===== config.mk =====
export PLATFORM = sky130hd
export DESIGN_NAME = memory_reg_fifo
export DESIGN_NICKNAME = d
export VERILOG_FILES = /design/src/rtl/memory_reg_pkg.sv /design/src/rtl/memory_reg_fifo_ctrl.sv /design/src/rtl/memory_reg_fifo.sv
export SDC_FILE = /design/constraint.sdc
export NUM_CORES = 1
export LEC_CHECK = 0
export BUFFER_PORTS_ARGS = -buffer_cell sky130_fd_sc_hd__buf_2
export CAP_MARGIN = 20
export CELL_PAD_IN_SITES_DETAIL_PLACEMENT = 1
export CELL_PAD_IN_SITES_GLOBAL_PLACEMENT = 1
export CORE_MARGIN = 3
export CORE_UTILIZATION = 42
export DETAILED_ROUTE_END_ITERATION = 7
export MAX_ROUTING_LAYER = met4
export PLACE_DENSITY = 0.71
export SETUP_SLACK_MARGIN = 0.05
export SYNTH_ARGS = -nofsm -noshare
export SYNTH_HDL_FRONTEND = slang
export SYNTH_SLANG_ARGS = --single-unit

===== constraint.sdc =====
create_clock -name Clk -period 2.15 [get_ports Clk]
set_clock_uncertainty 0.15 [all_clocks]
set_input_delay 0.43 -clock Clk [delete_from_list [all_inputs] [get_ports Clk]]
set_output_delay 0.43 -clock Clk [all_outputs]
set_load 0.1 [all_outputs]

===== src/rtl/memory_reg_pkg.sv =====
// Shared definitions for the memory register queue: default sizing, depth helper, error flags.
// Optional pass-through behaviour is selected with MEMORY_REG_FIFO_BYPASS_EN.
package memory_reg_pkg;

    localparam int DEFAULT_W = 8;
    localparam int DEFAULT_D = 2;

    function automatic int depth(input int d);
        return 1 << d;
    endfunction

    typedef struct packed {
        logic overflow;
        logic underflow;
    } fifo_err_t;

endpackage


===== src/rtl/memory_reg_fifo_ctrl.sv =====
// Bookkeeping for the memory register queue: pointers, occupancy, full/empty and sticky errors.
// With MEMORY_REG_FIFO_BYPASS_EN defined, a push+pop into an empty queue is a pure pass-through.
module memory_reg_fifo_ctrl
    import memory_reg_pkg::*;
#(
    parameter int D = DEFAULT_D
) (
    input  logic         clk,
    input  logic         rst,
    input  logic         clear,
    input  logic         write_en,
    input  logic         read_en,
    output logic [D-1:0] wr_ptr,
    output logic [D-1:0] rd_ptr,
    output logic [D:0]   count,
    output logic         full,
    output logic         empty,
    output logic         store_en,
    output fifo_err_t    err
);

    localparam logic [D:0] DEPTH_CNT = {1'b1, {D{1'b0}}};

    logic [D-1:0] wr_ptr_q, wr_ptr_d;
    logic [D-1:0] rd_ptr_q, rd_ptr_d;
    logic [D:0]   count_q, count_d;
    fifo_err_t    err_q, err_d;

    logic pass_through;
    logic push_ok;
    logic pop_ok;

    // Push/pop are single-cycle strobes. A push is taken when WriteEn is high and
    // there is room, or a same-cycle pop frees the slot; a pop is taken when ReadEn
    // is high and the queue holds data. Refused strobes only raise the sticky flags.
    always_comb begin
        empty = (count_q == '0);
        full  = (count_q == DEPTH_CNT);
`ifdef MEMORY_REG_FIFO_BYPASS_EN
        pass_through = empty && write_en && read_en;
`else
        pass_through = 1'b0;
`endif
        push_ok  = write_en && (!full || read_en) && !pass_through;
        pop_ok   = read_en && !empty;
        store_en = push_ok && !clear;
    end

    always_comb begin
        wr_ptr_d = wr_ptr_q;
        rd_ptr_d = rd_ptr_q;
        count_d  = count_q;
        err_d    = err_q;

        if (clear) begin
            wr_ptr_d = '0;
            rd_ptr_d = '0;
            count_d  = '0;
            err_d    = '0;
        end else begin
            if (push_ok) begin
                wr_ptr_d = wr_ptr_q + D'(1);
            end
            if (pop_ok) begin
                rd_ptr_d = rd_ptr_q + D'(1);
            end
            case ({push_ok, pop_ok})
                2'b10:   count_d = count_q + (D+1)'(1);
                2'b01:   count_d = count_q - (D+1)'(1);
                default: count_d = count_q;
            endcase
            if (write_en && full && !read_en) begin
                err_d.overflow = 1'b1;
            end
            if (read_en && empty && !pass_through) begin
                err_d.underflow = 1'b1;
            end
        end
    end

    always_ff @(posedge clk or posedge rst) begin
        if (rst) begin
            wr_ptr_q <= '0;
            rd_ptr_q <= '0;
            count_q  <= '0;
            err_q    <= '0;
        end else begin
            wr_ptr_q <= wr_ptr_d;
            rd_ptr_q <= rd_ptr_d;
            count_q  <= count_d;
            err_q    <= err_d;
        end
    end

    assign wr_ptr = wr_ptr_q;
    assign rd_ptr = rd_ptr_q;
    assign count  = count_q;
    assign err    = err_q;

endmodule


===== src/rtl/memory_reg_fifo.sv =====
// W-bit, 2**D-entry register queue staging data between memory and datapath; head on DataOut.
// Define MEMORY_REG_FIFO_BYPASS_EN to let an incoming word appear on DataOut while empty.
module memory_reg_fifo
    import memory_reg_pkg::*;
#(
    parameter int W = DEFAULT_W,
    parameter int D = DEFAULT_D
) (
    input  logic         Clk,
    input  logic         Reset,
    input  logic         Clear,
    input  logic         WriteEn,
    input  logic [W-1:0] DataIn,
    input  logic         ReadEn,
    output logic [W-1:0] DataOut,
    output logic         Empty,
    output logic         Full,
    output logic [D:0]   Count,
    output logic         Overflow,
    output logic         Underflow
);

    localparam int DEPTH = depth(D);

    logic [W-1:0] mem_q [DEPTH];
    logic [W-1:0] mem_d [DEPTH];

    logic [D-1:0] wr_ptr;
    logic [D-1:0] rd_ptr;
    logic         store_en;
    fifo_err_t    err;

    memory_reg_fifo_ctrl #(
        .D(D)
    ) u_ctrl (
        .clk      (Clk),
        .rst      (Reset),
        .clear    (Clear),
        .write_en (WriteEn),
        .read_en  (ReadEn),
        .wr_ptr   (wr_ptr),
        .rd_ptr   (rd_ptr),
        .count    (Count),
        .full     (Full),
        .empty    (Empty),
        .store_en (store_en),
        .err      (err)
    );

    always_comb begin
        mem_d = mem_q;
        if (store_en) begin
            mem_d[wr_ptr] = DataIn;
        end
    end

    always_ff @(posedge Clk or posedge Reset) begin
        if (Reset) begin
            for (int i = 0; i < DEPTH; i++) begin
                mem_q[i] <= '0;
            end
        end else begin
            mem_q <= mem_d;
        end
    end

    // Stale storage is masked while empty so a drained queue always reads as zero.
    always_comb begin
`ifdef MEMORY_REG_FIFO_BYPASS_EN
        if (Empty && WriteEn) begin
            DataOut = DataIn;
        end else if (Empty) begin
            DataOut = '0;
        end else begin
            DataOut = mem_q[rd_ptr];
        end
`else
        if (Empty) begin
            DataOut = '0;
        end else begin
            DataOut = mem_q[rd_ptr];
        end
`endif
    end

    assign Overflow  = err.overflow;
    assign Underflow = err.underflow;

endmodule

# --- Word level (Yosys, flattened, before mapping) ---
# Index checks and enable logic that the tools add are counted.
totals:
  word_cells: 55
  reg_bits: 41
classes:
  order_cmp: 3
  mux: 16
  n_reduce_logical: 18
  n_eq_ne: 3
  n_addsub: 4
  n_bitwise: 2
ops:
  columns: ["cell", "n"]
  rows:
  - ["$bwmux W32", 1]
  - ["$mux W8", 4]
  - ["$bmux W8 S2", 1]
  - ["$demux W8 S2", 1]
  - ["$mux W2", 5]
  - ["$reduce_bool A2 Y1", 4]
  - ["$logic_and A1 B1 Y1", 7]
  - ["$ge A3 B3 Y1 const B", 2]
  - ["$not A2 Y3", 2]
  - ["$pmux W3 S2", 1]
  - ["$add A2 B1 Y2 const B", 2]
  - ["$logic_not A1 Y1", 4]
  - ["$add A3 B1 Y3 const B", 1]
  - ["$eq A3 B3 Y1 const B", 1]
  - ["$logic_not A3 Y1", 1]
  - ["$lt A3 B1 Y1 const B", 1]
  - ["$mux W3", 1]
  - ["$reduce_bool A3 Y1", 1]
  - ["$sub A3 B1 Y3 const B", 1]
  - ["$eq A2 B1 Y1 const B", 1]
  - ["$eq A2 B2 Y1 const B", 1]
  - ["$mux W1", 2]
  - ["$logic_or A1 B1 Y1", 1]

# --- Logic depth before layout (Yosys ltp) ---
logic_depth:
  ltp_word: 7
  mapped_depth: 7

# --- Hierarchy ---
# A second synthesis with hierarchy kept.
hier_totals:
  cells_unflattened: 161
  hier_area_um2: 2019.4
by_module_without_submodules:
  columns: ["mod", "cells_per_inst", "seq_area_each_um2", "area_per_inst_um2", "instances"]
  rows:
  - ["memory_reg_fifo", 99, 800.8, 1458.9, 1]
  - ["memory_reg_fifo_ctrl", 62, 225.2, 560.5, 1]

# --- Worst setup path after synthesis ---
# No wires, ideal clock.
synth_path:
  kind: "flip-flop to output port"
  startpoint: "register u_ctrl.count_q[0] (netlist: u_ctrl.count[0])"
  endpoint: "output DataOut[0]"
  slack_ps: -3447
  n_path_buf: 1
  arrival_time_ps: 5017
  path_stages_with_launch: 4
  cell_sequence: "dfrtp_1 -> buf_2 -> nor3_1 -> nor2b_1"
synth_via:
  elab_chain_len: 2
synth_lines:
  columns: ["item", "line", "source"]
  rows:
  - ["from (decl)", "memory_reg_fifo_ctrl.sv:26", "logic [D:0] count_q, count_d;"]
  - ["from (signal assigned)", "memory_reg_fifo_ctrl.sv:90", "count_q <= count_d;"]
  - ["$logic_not A3 Y1", "memory_reg_fifo_ctrl.sv:37", "empty = (count_q == '0);"]
  - ["via Empty", "memory_reg_fifo.sv:16", "output logic Empty,"]
  - ["$mux W8", "memory_reg_fifo.sv:78", "if (Empty) begin"]
  - ["to (decl)", "memory_reg_fifo.sv:15", "output logic [W-1:0] DataOut,"]
# The timed path passes the listed nets, and every way through them passes these cells.

# --- Final worst setup path ---
layout_path:
  startpoint: "register u_ctrl.rd_ptr_q[0] (netlist: u_ctrl.rd_ptr[0])"
  endpoint: "output DataOut[4]"
layout_via:
  elab_chain_len: 5
layout_lines:
  columns: ["item", "line", "source"]
  rows:
  - ["from (decl)", "memory_reg_fifo_ctrl.sv:25", "logic [D-1:0] rd_ptr_q, rd_ptr_d;"]
  - ["from (signal assigned)", "memory_reg_fifo_ctrl.sv:89", "rd_ptr_q <= rd_ptr_d;"]
  - ["$not A2 Y3 (not written as such)", "memory_reg_fifo.sv:81", "DataOut = mem_q[rd_ptr];"]
  - ["$bmux W8 S2", "memory_reg_fifo.sv:81", null]
  - ["$mux W8 (not written as such) (2 in a row)", "memory_reg_fifo.sv:81", null]
  - ["$mux W8", "memory_reg_fifo.sv:78", null]
# No other way between the ends. The select of a mux whose other input is x is not followed.

==> impl_results.md <==
* Status: finished with violations
* Failing checks: negative setup slack
* CP endpoint kind: output pin
* Clock transition at the registers of the reported paths at about 0.08 ns
* Post-DP HPWL at 3.592 mm
* Count of different cell masters after synthesis at 31
* Initial antenna violation count at 0
* Crit Path Category: reg2out
* Worst-margin pin slew at 0.5870 ns
* Placed cell count at around 260
* Total gr overflow at 0
* Final WL at 5.953 mm
* Root Driver: clkbuf_8
* I/O pins at 28
* Initial core utilization at between 40% and 50%
* Final worst slack at -0.1552 ns
* CP arrival at 1.73 ns
* Max-cap violations at 0
* DR vias at 1,480
* Initial DRC count at slightly below 90
* Final worst-path cycle share at 107.2%
* Area growth from synthesis to layout at 45.29%
* Via density at around 5.3
* Layout Nets at around 230
* Vias in the first global route at 1,718
* Clk buf depth at 2
* Post-layout power at a little over 3 mW
* Post-layout util at between 60% and 70%
* Clock sinks at between 40 and 50
* Sequential area share after synthesis at about half
* Antenna-violating nets left at 0
* DRC viols at 0
* GR Util All Layers at 21.52%
* Die Height at about 76 µm
* Slew HR at 60.37%
* Ranking of synthesized cells by area: dfrtp_1 49%, mux2_1 18%, mux4_2 8.6%
* Cells after Synth at 157
* Crit path time final at approximately 2.3 ns
* Ant diodes at 0
* Mean post-synth cell area at ~13 µm²
* Synth area leader: dfrtp_1
* Post-Syn Area at between 2000 and 2500 µm²
* Core Rows at 25
* DIE AREA at between 5000 and 6000 µm²
* Worst hold path class: in2async
* Max Slew Vio Count at 0
* Max rail drop VDD at around 0.51 mV
* TritonCTS buffer count at 5
* Worst skew pair latency at 0.30 ns
* Largest net degree at the start of global routing at 42
* Worst-path maximum fanout at 5
* # setup viols final at 11
* RSZ-0062 raised after global routing: yes
* Core ar. at between 4000 and 5000 µm²
* Post-synth top area share at 49.19%
* CP required at 1.57 ns
* 1st-pass router iterations at 4
* Total number of yosys warnings at 0
* First-pass GRT wire length at 9.370 mm
* PwrDens at 1011 nW/µm²
* # fillers at 460
* H-tree levels at 2
* Flops & latches, synth at 41
* Die W at approximately 76 µm
* FMAX at roughly 0.43 GHz
* Final hold vios at 0
* Worst Reg-to-Reg Cells at 8
* Pre-CTS WS at -0.1027 ns
* CP Launch Type: flip-flop
* CTS tree: built
* Share of layout cells above drive strength 1 at about 52%
* Layout Cells excl Fill at between 200 and 300
* Fin area at between 3000 and 4000 µm²
* Port Buffer Count at 27
* Syn_nets at 175
* Cell Area, Placed at between 2000 and 3000 µm²
* GP Congestion at 0.6786
* Pleak at ~1.4 nW
* Wire per inst at around 21 µm
## cell type report
type | instances | area (µm²) | area share (%)
multi-input cells | 99 | 1177 | 38.85
clock inverters | 2 | 13.76 | 0.4542
flip-flops and latches | 41 | 1037 | 34.23
repair buffers | 61 | 616.8 | 20.36
inverters | 5 | 18.77 | 0.6193
well taps | 67 | 83.83 | 2.766
clock buffers | 6 | 82.58 | 2.725
## path summary, 6_finish.rpt
| kind | startpoint | end | slack, ns |
|---|---|---|---|
| min in group Clk | DataIn[1] | mem_q[1] | 0.24 |
| worst max-delay path | u_ctrl.rd_ptr[0] | DataOut[4] | -0.16 |
| worst min-delay path | Reset | mem_q[2] | 0.10 |
| worst max register to register | u_ctrl.count[2] | u_ctrl.count[2] | -0.06 |
| worst min register to register | mem_q[24] | mem_q[24] | 0.34 |
| max in group asynchronous | Reset | u_ctrl.count[2] | 1.33 |
## layout by cell type, fill, tap and decap left out, types with 3 or more instances in the layout
cell	n
inv_1	5
dfrtp_4	3
nor2_1	7
buf_2	16
ha_1	4
buf_12	12
buf_6	9
mux2_1	24
buf_4	21
dfrtp_1	38
nand2b_1	4
nor2b_4	7
mux4_2	8
clkbuf_8	6
xor2_1	3
nor2b_1	3
mux2_4	9
nor4bb_4	3
## critical path: stages, from the launching register on
cell and delay, ns:
dfrtp_1 0.43, buf_12 0.15, mux4_2 0.50, and2b_4 0.19
buf_12 0.16
## state kept, by name, indices dropped and copies added, names as in the netlist
| register | count |
|---|---|
| mem_q | 32 |
| u_ctrl.count | 3 |
| u_ctrl.err | 2 |
| u_ctrl.rd_ptr | 2 |
| u_ctrl.wr_ptr | 2 |
## layer usage
layer	track usage (%)	part of all wire (%)	vias up
met5	-	0	-
met4	5.435	1.3	0
met3	4.492	2.4	7
met2	38.31	54	25
met1	24.73	43	773
li1	-	-	675
## synth_stat cells
| library cell | count |
|---|---|
| a211oi_1 | 1 |
| a21oi_1 | 2 |
| a31oi_1 | 2 |
| a32oi_1 | 1 |
| and2_1 | 1 |
| and2b_1 | 1 |
| buf_2 | 8 |
| clkbuf_1 | 4 |
| dfrtp_1 | 41 |
| fa_1 | 1 |
| ha_1 | 4 |
| inv_1 | 5 |
| mux2_1 | 33 |
| mux2_2 | 1 |
| mux2i_1 | 1 |
| mux4_2 | 8 |
| nand2_1 | 2 |
| nand2b_1 | 4 |
| nand3_1 | 2 |
| nor2_1 | 9 |
| nor2b_1 | 10 |
| nor3_1 | 1 |
| nor4b_4 | 1 |
| nor4bb_1 | 4 |
| o2111ai_1 | 2 |
| o311ai_0 | 1 |
| o31ai_1 | 1 |
| or2_2 | 1 |
| or4_1 | 1 |
| xnor2_1 | 1 |
| xor2_1 | 3 |
## cells by family (layout without fill, tap and decap cells)
| kind of cell | Yosys count | in the layout | synth area share (%) |
|---|---|---|---|
| muxes | 43 | 43 | 27.47 |
| DFF | 41 | 41 | 49.19 |
| and+or+nand+nor | 37 | 37 | 11.28 |
| buffers and inverters | 17 | 74 | 3.539 |
| AOI/OAI and AO/OA | 10 | 10 | 3.480 |
| adders and majority gates | 5 | 5 | 3.359 |
| xor gates and xnor gates | 4 | 4 | 1.680 |
## power by group
group | internal, mW | leakage [nW] | switching, mW
clock | 0.261 | 0.0512 | 0.289
combinational | 0.667 | 0.784 | 0.738
sequential | 0.986 | 0.515 | 0.122
## metrics by stage
| stage | TNS, ns | hold WS [ns] |
|---|---|---|
| global route | -1.713 | 0.1470 |
| floorplan | -7.737 | 0.3024 |
| CTS | -0.9007 | 0.1159 |
| finish | -1.077 | 0.1001 |
| detailed placement | -0.1089 | 0.3214 |
| global placement | 0 | 0.3124 |
## what timing repair did
item                                    in CTS  in global routing
buffers inserted                             7                  9
pin swaps                                   10                  6
hold endpoints to repair                     0                  0
endpoints found under the setup margin      18                 44
gates resized for setup                     58                 13
cloned                                       0                  0
hold buffers                                 0                  0
(Power assumes the default switching activity.)
